**src/rtl/cp0_exception_unit.sv**
```systemverilog
// Coprocessor-0 for the pipelined MIPS core: SR, Cause, EPC, PRId.
// Raises the fetch redirect request and holds the eret return target.
module cp0_exception_unit #(
  parameter logic [31:0] PRID_VALUE   = 32'h2021_0007,
  parameter logic [31:0] HANDLER_ADDR = 32'h0000_4180
) (
  input  logic        clk,
  input  logic        reset,
  input  logic [4:0]  A,
  input  logic [31:0] WD,
  input  logic        WE,
  input  logic [31:0] PC,
  input  logic        BDIn,
  input  logic [4:0]  ExcCodeIn,
  input  logic [5:0]  HWInt,
  input  logic        EXLClr,
  output logic        IntReq,
  output logic [31:0] EPC,
  output logic [31:0] RD
);

  logic [5:0]  im;
  logic        exl;
  logic        ie;
  logic        bd;
  logic [5:0]  ip;
  logic [4:0]  exc_code;
  logic [31:0] epc_q;

  logic        irq;
  logic        exc;
  logic [31:0] ret_pc;
  logic        wr_sr;
  logic        wr_epc;
  logic [31:0] sr_val;
  logic [31:0] cause_val;

  // Request terms, EPC candidate and readable register images
  always_comb begin
    irq    = (|(HWInt & im)) & ie & ~exl;
    exc    = (ExcCodeIn != 5'd0) & ~exl;
    IntReq = irq | exc;
    ret_pc = BDIn ? (PC - 32'd4) : PC;
    wr_sr  = WE && (A == 5'd12);
    wr_epc = WE && (A == 5'd14);
    sr_val = {16'd0, im, 8'd0, exl, ie};
    cause_val = {bd, 15'd0, ip, 3'd0, exc_code, 2'd0};
    EPC    = epc_q;
  end

  // mfc0 read mux on the registered state
  always_comb begin
    RD = 32'd0;
    unique case (1'b1)
      (A == 5'd12): RD = sr_val;
      (A == 5'd13): RD = cause_val;
      (A == 5'd14): RD = epc_q;
      (A == 5'd15): RD = PRID_VALUE;
      default:      RD = 32'd0;
    endcase
  end

  // State update: reset > event entry > eret > mtc0
  always_ff @(posedge clk) begin
    if (!reset) begin
      im       <= '0;
      exl      <= 1'b0;
      ie       <= 1'b0;
      bd       <= 1'b0;
      ip       <= '0;
      exc_code <= '0;
      epc_q    <= '0;
    end else begin
      ip <= HWInt;
      if (IntReq) begin
        exl      <= 1'b1;
        bd       <= BDIn;
        exc_code <= irq ? 5'd0 : ExcCodeIn;
        epc_q    <= {ret_pc[31:2], 2'b00};
      end else begin
        if (wr_sr) begin
          im  <= WD[15:10];
          ie  <= WD[0];
          exl <= EXLClr ? 1'b0 : WD[1];
        end else if (EXLClr) begin
          exl <= 1'b0;
        end
        if (wr_epc) begin
          epc_q <= {WD[31:2], 2'b00};
        end
      end
    end
  end

endmodule

```
**config.mk**
```make
export PLATFORM = sky130hd
export DESIGN_NAME = cp0_exception_unit
export DESIGN_NICKNAME = d
export VERILOG_FILES = /design/src/rtl/cp0_exception_unit.sv
export SDC_FILE = /design/constraint.sdc
export NUM_CORES = 1
export LEC_CHECK = 0
export CORE_MARGIN = 2
export CORE_UTILIZATION = 44
export CTS_CLUSTER_SIZE = 40
export DETAILED_ROUTE_END_ITERATION = 7
export HOLD_SLACK_MARGIN = 0.06
export PLACE_DENSITY = 0.86
export SYNTH_ARGS = -nofsm -noshare
export SYNTH_HDL_FRONTEND = slang
export SYNTH_SLANG_ARGS = --single-unit
```
**constraint.sdc**
```tcl
create_clock -name clk -period 2.7 [get_ports clk]
set_input_delay 0.675 -clock clk [delete_from_list [all_inputs] [get_ports clk]]
set_output_delay 0.675 -clock clk [all_outputs]
set_load 0.01 [all_outputs]
```
==> results of run 1 <==
## power by group
part / switching (W) / internal (W)
logic: 0.000285 / 0.000344
clock network: 0.000279 / 0.000192
registers: 0.0000488 / 0.000793
total: 0.000612 / 0.00133
## worst paths after layout
check / from / to / slack [ns] / cells after the start
worst max-delay path: A[4] / RD[8] / 0.05 / 6
worst min-delay path: im[1] / im[1] / 0.49 / 2
worst max register to register: im[2] / EPC[24] / 0.67 / 5
worst min register to register: im[1] / im[1] / 0.49 / 2
## what timing repair did
action	in CTS	in global routing
endpoints found under the setup margin	33	5
resized for setup	95	10
pin swaps	5	5
endpoints found under the hold margin	0	0
buffers inserted	7	0
gates cloned	3	0
## per-layer routing
metal	GRT usage, %	part of all wire [%]	vias up
met5	0	0	-
met4	11.2	2.9	0
met3	4.63	7.6	37
met2	46.5	48	239
met1	38.8	42	2005
li1	-	-	2079
## layout by cell type, fill, tap and decap left out, types with 9 or more instances in the layout
master | netlist | layout
nand2_1 | 24 | 24
dfxtp_1 | 50 | 50
o31ai_1 | 11 | 11
and3_1 | 44 | 44
mux2i_1 | 13 | 13
clkdlybuf4s50_1 | 0 | 104
a211oi_1 | 14 | 14
a21boi_0 | 30 | 30
nor4_1 | 20 | 20
xnor2_1 | 10 | 10
or3_1 | 9 | 9
nor2_1 | 33 | 32
a31oi_1 | 15 | 15
buf_4 | 3 | 60
buf_2 | 5 | 15
o41ai_1 | 17 | 17
or4_1 | 12 | 12
dlygate4sd2_1 | 0 | 20
a21oi_1 | 16 | 15
## final cells by class
cell class,count,area [um2],share of cell area (%)
clock buffer,5,68.8,1.23
multi-input combinational,353,2410,43.1
sequential,50,1000,17.9
timing repair buffer,212,1930,34.6
inverter,4,15.0,0.269
tap,105,131,2.35
clock inverter,3,28.8,0.515
## per-stage QoR
stage,cell area (um2),utilization (%),cells,hold WS [ns]
6_report,5590,68.7,732,0.492
2_1_floorplan,3640,-,453,0.447
4_1_cts,5590,68.7,732,0.487
3_3_place_gp,5460,67.1,714,0.460
3_5_place_dp,5460,67.1,714,0.465
5_1_grt,5590,68.7,732,0.513
## cell families after synthesis
logic type | after synthesis
compound gates | 123
other cells | 1
simple gates | 201
flops | 50
fa+ha+maj | 1
xor+xnor | 13
buf+inv | 50
mux | 13
## state kept, by name, indices dropped and copies added (netlist names)
name and count:
exl 1, bd 1, exc_code 5, ip 6, EPC 30, ie 1
im 6
## critical path: stages
cell and delay [ns]:
clkdlybuf4s50_1 0.47, and3b_2 0.24, buf_4 0.16, buf_4 0.14, and3_1 0.15, buf_2 0.15
==> results.txt, run 1 <==
Status - complete, no violations
Routed vias/inst - 5.96
Worst Path Max Fanout - 4
Antenna viol nets, final - 0
Number of global-route vias before repair - 4069
DRC Markers - 0
Fraction of the mapped netlist area in compound gates - 24.2%
Worst clock skew - 0.0117 ns
Detailed-route via count - 4360
Multiplexer area fraction after synthesis - 3.58%
Top cell type's share of synthesized area - 27.5%
Max-Cap Viols - 0
Setup TNS - 0 ns
Initial Utilization - 44.7%
RSZ-0062 raised after global routing - no
Die W - 95.0 um
Min setup slack post-route - 0.0467 ns
Largest family of logic cells by synthesized area - simple AND/OR/NAND/NOR gates
Xor-xnor portion of the synthesized cell area - 3.13%
Asr flop ratio synth - 0%
CTS root buf - clkbuf_8
Post-Route WL - 13.3 mm
Ports - 150
F_max - 377 MHz
Final Power - 0.00194 W
Max Root-Sink Buffers - 2
TritonCTS buffer count - 5
Yosys reg bits - 50
Pre-CTS worst setup slack - -0.514 ns
Diode count - 0
Fin nets - 712
Distinct cells, synth - 52
# fillers - 634
Clk pin slew, worst setup/hold paths - 0.10 ns
First drt pass iteration count - 5
Gpl congestion - 0.946
First-pass GRT wire length - 20.6 mm
GRT Overall Usage - 28.9%
Core area - 8130 um2
Worst Hold Class - register to register
Synth area leader - dfxtp_1
Largest net degree at the start of global routing - 39
CTS tree - built
CTS H-Tree Depth - 2
Cell Pwr Density - 347 nW/um2
Most frequent cell after synthesis - dfxtp_1
Syn avg cell area - 8.05 um2
Critical Path AT - 1.98 ns
Cells after synthesis - 452
Later-pin clock latency in the skew report - 0.31 ns
DP HPWL - 9.98 mm
Worst VDD drop - 0.227 mV
Post-layout min period - 2.65 ns
Synth warn - 0
Crit share post-route - 98.3%
# setup viols final - 0
Startpoint Class - input port
Worst-Margin Slew - 0.633 ns
Post-synthesis adder-cell area fraction - 0.344%
CTS sink count - 50
LEAKAGE - 2.34 nW
Synth Area in Simple Gates - 34.2%
Synth-to-layout area growth - 53.6%
Proportion of synthesized chip area in sequential cells - 27.5%
PortBufs - 145
Die height - 95.0 um
Wire per inst - 18.1 um
Most frequent cells after synthesis - 50 x dfxtp_1, 44 x and3_1, 33 x nor2_1
Max-slew headroom - 57.7%
Cell Area, Synth - 3640 um2
Site Rows - 33
Die area - 9020 um2
Initial antenna violation count - 0
Gr ovfl total - 0
Initial DRC Count - 459
Worst path required time - 2.03 ns
Ratio of cells with drive above 1 in the final layout - 18.5%
Crit path capture type - output port
Largest cells by area after synthesis - dfxtp_1 28%, and3_1 7.6%, a21boi_0 6.2%
Crit path kind - input port to output port
EDFF count, synth - 0
Pins Over Slew Limit - 0
Post-synth top flop - dfxtp_1
Post-CTS Hold Buffers - 0
Hold Fails Final Rpt - 0
No activity file was read; power rests on OpenSTA's default activity.
==> run 2: changes to the inputs <==
- CORE_MARGIN: 2 -> default
==> run 2 against run 1 <==
Effect of this change:
- via count rose by 1.2%
- die area is 4.2% lower
- maximum frequency is 0.35% higher
- non-clock buffer count decreased by 2
- critical path depth stayed put
- total power down 0.27%
==> results.txt, run 2 (synthesis results as in run 1) <==
Max Root-Sink Buffers - 2 (unchanged)
LEAKAGE - 2.32 nW (-0.92%)
Pins Over Slew Limit - 0 (unchanged)
Worst VDD drop - 0.216 mV (-5.2%)
Gpl congestion - 0.908 (-4.0%)
Worst Path Max Fanout - 11 (+7)
Worst path required time - 2.03 ns (about the same)
Fin nets - 710 (-0.28%)
First-pass GRT wire length - 20.8 mm (+0.91%)
Hold Fails Final Rpt - 0 (unchanged)
CTS sink count - 50 (unchanged)
Synth-to-layout area growth - 52.9%
Initial Utilization - 46.4% (+1.6 points)
Pre-CTS worst setup slack - -0.522 ns (-0.00823 ns)
Worst clock skew - 0.0127 ns (+0.00105 ns)
Worst r2r src - im[0]
DRC Markers - 0 (unchanged)
Number of global-route vias before repair - 4114 (+1.1%)
F_max - 378 MHz (+0.35%)
CTS H-Tree Depth - 2 (unchanged)
Slowest stage cell on the critical path - clkdlybuf4s50_1
Most frequent cells in the layout - 104 x clkdlybuf4s50_1, 60 x buf_4, 50 x dfxtp_1
Largest register FFs - 30 (unchanged)
Setup crit start - A[4]
Wire per inst - 18.3 um (+0.92%)
Status - complete, no violations
Initial antenna violation count - 0 (unchanged)
PortBufs - 145 (unchanged)
DP HPWL - 10.1 mm (+1.4%)
Crit path capture type - output port
Startpoint Class - input port
GRT Overall Usage - 30.5% (+1.6 points)
Diode count - 0 (unchanged)
Cell Pwr Density - 348 nW/um2 (+0.18%)
Worst setup path endpoint - RD[24]
Worst Hold Class - register to register
Crit share post-route - 97.9% (-0.34 points)
Critical Path AT - 1.97 ns (about the same)
Max-Cap Viols - 0 (unchanged)
Die height - 93.0 um (-2.1%)
Post-Route WL - 13.3 mm (+0.23%)
Reg2Reg Depth - 5 (unchanged)
Placed Area - 5480 um2 (+0.34%)
Commonest non-fill, non-tap cell in the layout - clkdlybuf4s50_1
Core Util, Final - 70.9% (+2.2 points)
First drt pass iteration count - 7 (+2)
Post-layout min period - 2.64 ns (-0.00922 ns)
Ports - 150 (unchanged)
Worst R2R Setup Slack - 0.73 ns (+0.06 ns)
Post-route cell area - 5570 um2 (-0.45%)
Ratio of cells with drive above 1 in the final layout - 17.9% (-0.58 points)
Site Rows - 32 (-3.0%)
# setup viols final - 0 (unchanged)
Later-pin clock latency in the skew report - 0.32 ns (about the same)
Critical path cell sequence - clkdlybuf4s50_1 > and3b_2 > buf_6 > buf_12 > and3_1 > buf_2
Worst-Margin Slew - 0.682 ns (+0.0483 ns)
Die W - 93.0 um (-2.1%)
Initial DRC Count - 339 (-26%)
Routed vias/inst - 6.07 (+1.9%)
Min setup slack post-route - 0.0560 ns (+0.00922 ns)
TritonCTS buffer count - 5 (unchanged)
CTS root buf - clkbuf_8
CTS tree - built
Die area - 8640 um2 (-4.2%)
Capturing point of the worst reg2reg path - exc_code[1]
Crit-path max cell delay - 0.46 ns (about the same)
Antenna viol nets, final - 0 (unchanged)
RSZ-0062 raised after global routing - no
Largest net degree at the start of global routing - 49 (+26%)
Max-slew headroom - 54.5% (-3.2 points)
Gr ovfl total - 0 (unchanged)
Worst hold path stage count - 2 (unchanged)
Crit path kind - input port to output port
Core area - 7850 um2 (-3.5%)
Detailed-route via count - 4412 (+1.2%)
Clk pin slew, worst setup/hold paths - 0.11 ns (about the same)
## run 2: changes by cell type in the layout (fill, tap and decap cells not counted)
cell / change
buf_2: -2
buf_6: -1
clkbuf_2: -1
clkinv_4: -1
dlygate4sd2_1: +2
inv_6: +2
inv_8: -1
nor2b_2: +2
nor2b_4: -2
## run 2: worst min path at each step
| stage | from | to | slack [ns] |
|---|---|---|---|
| 4_1_cts | im[0] | im[0] | 0.49 |
| 5_1_grt | im[0] | im[0] | 0.51 |
| 6_report | im[3] | im[3] | 0.49 |
| 3_3_place_gp | im[5] | im[5] | 0.46 |
| 3_5_place_dp | im[0] | im[0] | 0.47 |
| 2_1_floorplan | im[3] | im[3] | 0.45 |
## run 2: what timing repair did
action	in CTS	in global routing
gates cloned	2	0
resized for setup	89	7
setup endpoints to repair	33	5
setup buffers	2	1
hold buffers	0	0
pin swaps	3	4
## run 2: critical path, delay by kind of cell
kind | cells | cell delay (ns)
buffers and inverters | 4 | 0.87
and+or+nand+nor | 2 | 0.41
## run 2: per-layer routing
metal  vias up  wire [um]  global-route usage (%)
met5         -          0                       0
met4         0        334                    11.3
met3        28       1260                    7.06
met2       227       6220                    49.0
met1      2080       5510                    39.6
li1       2077          -                       -
## run 2: layout make-up
cell class | count | area (um2)
Multi-Input combinational cell | 353 | 2400
Fill cell | 626 | 2280
Timing Repair Buffer | 210 | 1930
Sequential cell | 50 | 1000
Tap cell | 102 | 128
Clock buffer | 5 | 68.8
Clock inverter | 3 | 26.3
Inverter | 4 | 15.0
## run 2: through the flow
| stage | total power [W] | cells | hold slack (ns) | TNS [ns] |
|---|---|---|---|---|
| after global routing | 0.00202 | 727 | 0.512 | 0 |
| after global placement | 0.00145 | 714 | 0.460 | -9.22 |
| final | 0.00194 | 727 | 0.493 | 0 |
| after floorplan | 0.00110 | 453 | 0.447 | 0 |
| after CTS | 0.00193 | 726 | 0.489 | -0.102 |
| after detailed placement | 0.00146 | 714 | 0.474 | -10.57 |
## run 2: power by group
group          switching [W]  internal [W]  total, W
clock               0.000283      0.000191  0.000474
combinational       0.000284      0.000337  0.000621
sequential         0.0000481      0.000793  0.000841
total               0.000615       0.00132   0.00194
